==> config.mk <==
export PLATFORM = sky130hd
export DESIGN_NAME = pipe_stage_skid
export DESIGN_NICKNAME = d
export VERILOG_FILES = /design/src/rtl/pipe_stage_skid.sv
export SDC_FILE = /design/constraint.sdc
export NUM_CORES = 1
export LEC_CHECK = 0
export CORE_MARGIN = 2
export CORE_UTILIZATION = 52
export DETAILED_ROUTE_END_ITERATION = 8
export PLACE_DENSITY = 0.85
export SYNTH_ARGS = -nofsm -noshare
export SYNTH_HDL_FRONTEND = slang
export SYNTH_SLANG_ARGS = --single-unit
==> constraint.sdc <==
create_clock -name clkIn -period 2.5 [get_ports clkIn]
set_clock_uncertainty 0.2 [all_clocks]
set_input_delay 0.375 -clock clkIn [delete_from_list [all_inputs] [get_ports clkIn]]
set_output_delay 0.375 -clock clkIn [all_outputs]
set_load 0.02 [all_outputs]
==> src/rtl/pipe_stage_skid.sv <==
// pipe_stage_skid: valid/ready pipeline stage with a 2-entry skid buffer, flush and stall.
// Define PIPE_STAGE_STATS_EN to add saturating stall/bubble counters.
module pipe_stage_skid #(
  parameter int CTRL_W      = 12,
  parameter int DATA_W      = 32,
  parameter int N_LANES     = 4,
  parameter int TAG_W       = 15,
  parameter bit BUBBLE_ZERO = 1'b1
) (
  input  logic                      clkIn,
  input  logic                      resetIn,
  input  logic                      flushIn,
  input  logic                      stallIn,
  input  logic                      validIn,
  output logic                      readyOut,
  input  logic [CTRL_W-1:0]         ctrlIn,
  input  logic [N_LANES*DATA_W-1:0] dataIn,
  input  logic [TAG_W-1:0]          tagIn,
  output logic                      validOut,
  input  logic                      readyIn,
`ifdef PIPE_STAGE_STATS_EN
  output logic [15:0]               stallCntOut,
  output logic [15:0]               bubbleCntOut,
`endif
  output logic [CTRL_W-1:0]         ctrlOut,
  output logic [N_LANES*DATA_W-1:0] dataOut,
  output logic [TAG_W-1:0]          tagOut
);
  localparam int PW = CTRL_W + N_LANES*DATA_W + TAG_W;
  // state encoding doubles as {skidValid, mainValid}
  typedef enum logic [1:0] {EMPTY = 2'b00, ONE = 2'b01, TWO = 2'b11} state_e;
  state_e        state_q, state_d;
  logic [PW-1:0] main_q, main_d, skid_q, skid_d, in_w;
  logic          acc, dlv;
  assign in_w     = {ctrlIn, dataIn, tagIn};
  assign readyOut = ~state_q[1];
  assign validOut = state_q[0];
  assign acc      = validIn & readyOut & ~stallIn & ~flushIn;
  assign dlv      = validOut & readyIn & ~stallIn & ~flushIn;
  always_comb begin
    state_d = state_q;
    main_d  = main_q;
    skid_d  = skid_q;
    if (flushIn) begin
      state_d = EMPTY;
      main_d  = BUBBLE_ZERO ? '0 : main_q;
      skid_d  = BUBBLE_ZERO ? '0 : skid_q;
    end else begin
      case (state_q)
        EMPTY: begin
          state_d = acc ? ONE : EMPTY;
          main_d  = acc ? in_w : main_q;
        end
        ONE: begin
          state_d = (acc && !dlv) ? TWO : (!acc && dlv) ? EMPTY : ONE;
          main_d  = (acc && dlv) ? in_w : main_q;
          skid_d  = (acc && !dlv) ? in_w : skid_q;
        end
        TWO: begin
          state_d = dlv ? ONE : TWO;
          main_d  = dlv ? skid_q : main_q;
          skid_d  = dlv ? '0 : skid_q;
        end
        default: state_d = EMPTY;
      endcase
    end
  end
  always_ff @(posedge clkIn or negedge resetIn) begin
    if (!resetIn) begin
      state_q <= EMPTY;
      main_q  <= '0;
      skid_q  <= '0;
    end else begin
      state_q <= state_d;
      main_q  <= main_d;
      skid_q  <= skid_d;
    end
  end
  assign {ctrlOut, dataOut, tagOut} = (BUBBLE_ZERO && !validOut) ? '0 : main_q;
`ifdef PIPE_STAGE_STATS_EN
  logic [15:0] stall_cnt_q, stall_cnt_d, bubble_cnt_q, bubble_cnt_d;
  always_comb begin
    stall_cnt_d  = (stallIn && !flushIn && stall_cnt_q != 16'hFFFF) ? stall_cnt_q + 16'd1 : stall_cnt_q;
    bubble_cnt_d = (!validOut && bubble_cnt_q != 16'hFFFF) ? bubble_cnt_q + 16'd1 : bubble_cnt_q;
  end
  always_ff @(posedge clkIn or negedge resetIn) begin
    if (!resetIn) begin
      stall_cnt_q  <= '0;
      bubble_cnt_q <= '0;
    end else begin
      stall_cnt_q  <= stall_cnt_d;
      bubble_cnt_q <= bubble_cnt_d;
    end
  end
  assign stallCntOut  = stall_cnt_q;
  assign bubbleCntOut = bubble_cnt_q;
`endif
endmodule

==> metrics, run 1 <==
R2R depth=5; synthesized instance count=1379; Peak VDD IR=510 uV; initial antenna violation count=5; power per cell area=609 nW/um^2; critical path endpoint category=primary output; Clock Path Buffers=3; setup violators final=0; H-tree Lvls=2; Detailed Place HPWL=26000 um; CTS tree=built; Clock Latency Late Sink=500 ps; total gr overflow=0; drt total wl=39800 um; status=finished, final reports clean; critical path data arrival time=1850 ps; yosys warns=0; minimum clock period=2430 ps; met2 wire length=19000 um; nets=1823; total track usage=25.7%; post-route setup slack=72.1 ps; core area=28900 um^2; worst reg2reg startpoint=state_q[0]; vias in the first global route=12200; first-pass GRT wire length=64100 um; filler cell count=2058; CTS sink cnt=312; footprint of the multi-input gates=6920 um^2; IO buf count=317; Yosys top cell area share=50.9%; Pleak=0.0107 uW; maxcap violations=0; chip width=176 um; DR vias=11600; Hold Vio Cnt, Final=0; Net Count, Synth=1540; share of layout cells above drive strength 1=14.1%; fin crit share=97.1%; Avg Cell Area, Syn=11.1 um^2; Hold Crit Class=primary input to asynchronous set/reset pin; Slew Viols, Final=0; final core utilization=69.8%; 1st-iter DRT viols=1018; sequential share of the synthesized area=50.9%; gp weighted congestion=0.791; drt pass-1 iters=5; relative max-transition margin=48.5%; Area contributors post-synth=dfrtp_1 (51%), mux2i_1 (10%), mux2_2 (9.5%), a22o_1 (8.8%), nand2_1 (7.6%); fin area=20100 um^2; Yosys top cell by area=dfrtp_1; final hold slack=200 ps; Setup WS pre-CTS=-1.62 ps; DR top layer=met4; Routed Antenna Nets=0; row count=62; I/O pin cnt=318; WP data required=1920 ps; Crit. Startpoint=state_q[0]; DRC Markers=0; Synth cell types=23; Clock transition at path regs=60 ps; #FFs+latches synth=312; flop-to-flop setup slack=320 ps; largest net degree at the start of global routing=156; met3 routed WL=3020 um; critical path type=flip-flop to primary output; startpoint type of the worst setup path=flip-flop; Synth Cell Area=15300 um^2; storage element area=7810 um^2; Die Height=176 um; post-DR vias/cell=5.63; Routed wire per std cell=19.2 um; CTS Buf Count=35; Metal-1 WL=16400 um; CP max FO=65; initial core utilization=53.2%; Root Driver=clkbuf_16; area grow syn2layout=31.2%; FF-to-FF End=main_q[56]; setup TNS=0 ps; Post-DP Area=19100 um^2; RSZ-0062 raised after global routing=false; Die ar.=30900 um^2; pin slew with the least headroom to its limit=773 ps; f_max=412 MHz
==> layout by cell type (no fill, tap or decap), types with 3 or more instances in the layout <==
| master | n |
|---|---|
| a22o_1 | 155 |
| mux2_1 | 25 |
| clkbuf_1 | 4 |
| clkbuf_16 | 37 |
| inv_1 | 3 |
| clkbuf_8 | 11 |
| and2_1 | 155 |
| buf_4 | 18 |
| diode_2 | 4 |
| dlygate4sd2_1 | 155 |
| dfrtp_1 | 311 |
| mux2_2 | 130 |
| buf_12 | 28 |
| nand2_1 | 311 |
| clkdlybuf4s50_1 | 160 |
| mux2i_1 | 155 |
==> Yosys cell counts (all sizes together) <==
cell / instances
clkbuf: 82
nand3: 1
nor2: 1
and2: 155
a211o: 1
a22o: 155
mux2: 155
nand2: 311
a2111oi: 1
buf: 37
inv: 4
o41ai: 1
nor2b: 2
dfrtp: 312
and3b: 1
a21oi: 3
mux2i: 155
a31o: 1
or3b: 1
==> sequential cells by signal (all words and copies together) (netlist names) <==
signal,count
main_q,155
skid_q,155
state_q,2
==> layer usage <==
metal | vias to the layer above | GRT usage, %
met4 | 0 | 9.09
met3 | 81 | 5.87
li1 | 5302 | -
met2 | 430 | 41.8
met1 | 5836 | 34.1
met5 | - | 0
==> metrics by stage <==
step | power, uW | instances
finish | 12300 | 2070
global route | 12700 | 2070
CTS | 12400 | 2066
detailed placement | 7200 | 2008
global placement | 7150 | 2008
floorplan | 6340 | 1379
==> repair_timing <==
action / 4_1_cts / 5_1_grt
hold endpoints to repair: 70 / 0
gates resized for setup: 156 / 1
endpoints found under the setup margin: 155 / 1
hold buffers: 1 / 0
setup buffers: 0 / 0
==> how the worst max path moves through the flow <==
stage / end / slack, ps / depth (start not counted)
floorplan: main_q[122] / 490 / 5
global placement: main_q[54] / 30 / 6
detailed placement: main_q[53] / -2 / 6
CTS: validOut / 20 / 2
global route: dataOut[83] / 9 / 3
finish: dataOut[83] / 70 / 3
==> critical path, stage by stage, from the launching register on <==
cell and delay (ps):
dfrtp_4 490, buf_16 230, and2_1 230, dlygate4sd2_1 350
==> layout make-up <==
type	instances	share of cell area (%)
Multi-Input combinational cell	944	34.4
Clock inverter	5	0.392
Antenna cell	4	0.0497
Timing Repair Buffer	365	18.5
Inverter	4	0.0870
Tap cell	384	2.39
Sequential cell	312	38.8
Clock buffer	52	5.43
==> cells by family (layout without fill, tap and decap cells) <==
group / Yosys count / after routing / synth area share [%]
flip-flops: 312 / 312 / 50.9
AO/OA/AOI/OAI: 162 / 162 / 9.22
multiplexers: 310 / 310 / 21.5
other: 0 / 4 / 0
AND/OR/NAND/NOR: 472 / 472 / 14.2
buffers and inverters: 123 / 426 / 4.22
==> report_power, final <==
group | switching [uW] | internal [uW] | leakage (uW)
registers | 138 | 5320 | 0.00419
clock network | 2000 | 3210 | 0.000580
logic | 776 | 827 | 0.00596
(Power assumes the default switching activity.)
==> run 2: changes to the inputs <==
--- a/config.mk
+++ b/config.mk
@@ -9,6 +9,7 @@
 export CORE_UTILIZATION = 52
 export DETAILED_ROUTE_END_ITERATION = 8
 export PLACE_DENSITY = 0.85
+export REMOVE_ABC_BUFFERS = 1
 export SYNTH_ARGS = -nofsm -noshare
 export SYNTH_HDL_FRONTEND = slang
 export SYNTH_SLANG_ARGS = --single-unit
==> run 2 against run 1 <==
Against the previous run:
- worst hold slack worse by 48 ps
- first-iteration DRC count down 14%
- fmax about the same
- die area unchanged
- critical path depth up 3
- routed wire length up 0.30%
- setup slack about the same
- final area down 0.19%
- power down 1.8%
- critical path type is now flip-flop to flip-flop
- largest cell class unchanged
- highest routed layer unchanged
==> metrics, run 2 (synthesis results as in run 1) <==
startpoint type of the worst setup path=flip-flop (unchanged); Pleak=0.0107 uW (about the same); post-DR vias/cell=5.64 (was 5.63); CTS tree=built (unchanged); fin crit share=97.1% (about the same); Regs by FF count=main_q (155), skid_q (155), state_q (2) (unchanged); Setup WS pre-CTS=-29.0 ps (was -1.62 ps); Post-DP Area=19100 um^2 (about the same); WP data required=2680 ps (was 1920 ps); largest net degree at the start of global routing=156 (unchanged); area grow syn2layout=31.0% (was 31.2%); footprint of the multi-input gates=6920 um^2 (unchanged); critical path endpoint category=flip-flop (was primary output); maxcap violations=0 (unchanged); CTS sink cnt=312 (unchanged); minimum clock period=2430 ps (about the same); status=finished, final reports clean (unchanged); total gr overflow=0 (unchanged); post-route setup slack=72.5 ps (was 72.1 ps); Clock transition at path regs=60 ps (about the same); I/O pin cnt=318 (unchanged); critical path type=flip-flop to flip-flop (was flip-flop to primary output); drt total wl=39900 um (was 39800 um); Detailed Place HPWL=26200 um (was 26000 um); CP max FO=36 (was 65); relative max-transition margin=51.7% (was 48.5%); most frequent cells in the layout=nand2_1 (311), dfrtp_1 (311), clkdlybuf4s50_1 (161) (was nand2_1 (311), dfrtp_1 (311), clkdlybuf4s50_1 (160)); DRC Markers=0 (unchanged); pin slew with the least headroom to its limit=725 ps (was 773 ps); share of layout cells above drive strength 1=14.4% (was 14.1%); Slew Viols, Final=0 (unchanged); core area=28900 um^2 (unchanged); setup violators final=0 (unchanged); filler cell count=2123 (was 2058); CTS Buf Count=34 (was 35); drt pass-1 iters=5 (unchanged); Hold Vio Cnt, Final=0 (unchanged); first-pass GRT wire length=65100 um (was 64100 um); Post-Place Cells=2015 (was 2008); Post-Layout Cell Count=2078 (was 2070); Root Driver=clkbuf_16 (unchanged); Routed wire per std cell=19.2 um (about the same); storage element area=7810 um^2 (unchanged); critical path data arrival time=2610 ps (was 1850 ps); fin area=20100 um^2 (about the same); gp weighted congestion=0.775 (was 0.791); Clock Latency Late Sink=490 ps (was 500 ps); Die ar.=30900 um^2 (unchanged); Hold Crit Class=primary input to asynchronous set/reset pin (unchanged); Clock Path Buffers=3 (unchanged); row count=62 (unchanged); Peak VDD IR=472 uV (was 510 uV); H-tree Lvls=2 (unchanged); RSZ-0062 raised after global routing=false (unchanged); nets=1831 (was 1823); IO buf count=317 (unchanged); Die Height=176 um (unchanged); f_max=412 MHz (about the same); initial antenna violation count=0 (was 5); total track usage=26.0% (was 25.7%); initial core utilization=53.2% (unchanged); power per cell area=599 nW/um^2 (was 609 nW/um^2); ant diodes=0 (was 4); 1st-iter DRT viols=877 (was 1018); DR vias=11700 (was 11600); vias in the first global route=12500 (was 12200); Routed Antenna Nets=0 (unchanged); chip width=176 um (unchanged); final hold slack=152 ps (was 200 ps)
[run 2: through the flow]
stage	setup TNS (ps)	utilization, %	total power, uW
final	0	69.6	12000
after global routing	0	69.6	12500
after CTS	-84.5	69.6	12100
after detailed placement	-490	66.3	7200
after global placement	0	66.3	7140
after floorplan	-3561840	-	6470
[run 2: routing by layer]
layer	global-route usage (%)	share of wire [%]
met4	8.20	2.8
met1	34.6	42
met3	5.69	7.3
met2	42.7	48
met5	0	0
[run 2: repair_timing]
item,4_1_cts,5_1_grt
hold buffers,1,0
gates cloned,0,0
setup buffers,2,0
endpoints found under the setup margin,144,1
hold endpoints to repair,312,0
resized for setup,157,1
[run 2: final cells by class]
| class | instances | area share, % |
|---|---|---|
| flip-flops and latches | 312 | 38.9 |
| multi-input cells | 944 | 34.5 |
| repair buffers | 374 | 18.7 |
| clock buffers | 50 | 5.00 |
| well taps | 384 | 2.39 |
| clock inverters | 10 | 0.511 |
| inverters | 4 | 0.0872 |
[run 2: worst max-delay path, cell delays in order, from the launching register on]
cell	delay, ps
dfrtp_4	560
buf_4	210
nor2b_1	160
o41ai_4	330
buf_4	230
buf_12	240
mux2_2	370
[run 2: path summary, 6_finish.rpt]
kind                        startpoint           to  slack (ps)  depth (start not counted)
max                         state_q[0]   main_q[12]          70                          6
min                            resetIn  skid_q[126]         150                          2
max reg2reg                 state_q[0]   main_q[12]          70                          6
min reg2reg                main_q[110]  main_q[110]         280                          1
max in group asynchronous      resetIn   state_q[0]        1180                          3
min in group clkIn           tagIn[11]   skid_q[11]         260                          3
[run 2: report_power, final]
group / internal (uW) / total [uW] / leakage, uW / switching [uW]
clock network: 3000 / 4980 / 0.000545 / 1990
registers: 5310 / 5450 / 0.00419 / 139
logic: 824 / 1610 / 0.00599 / 781
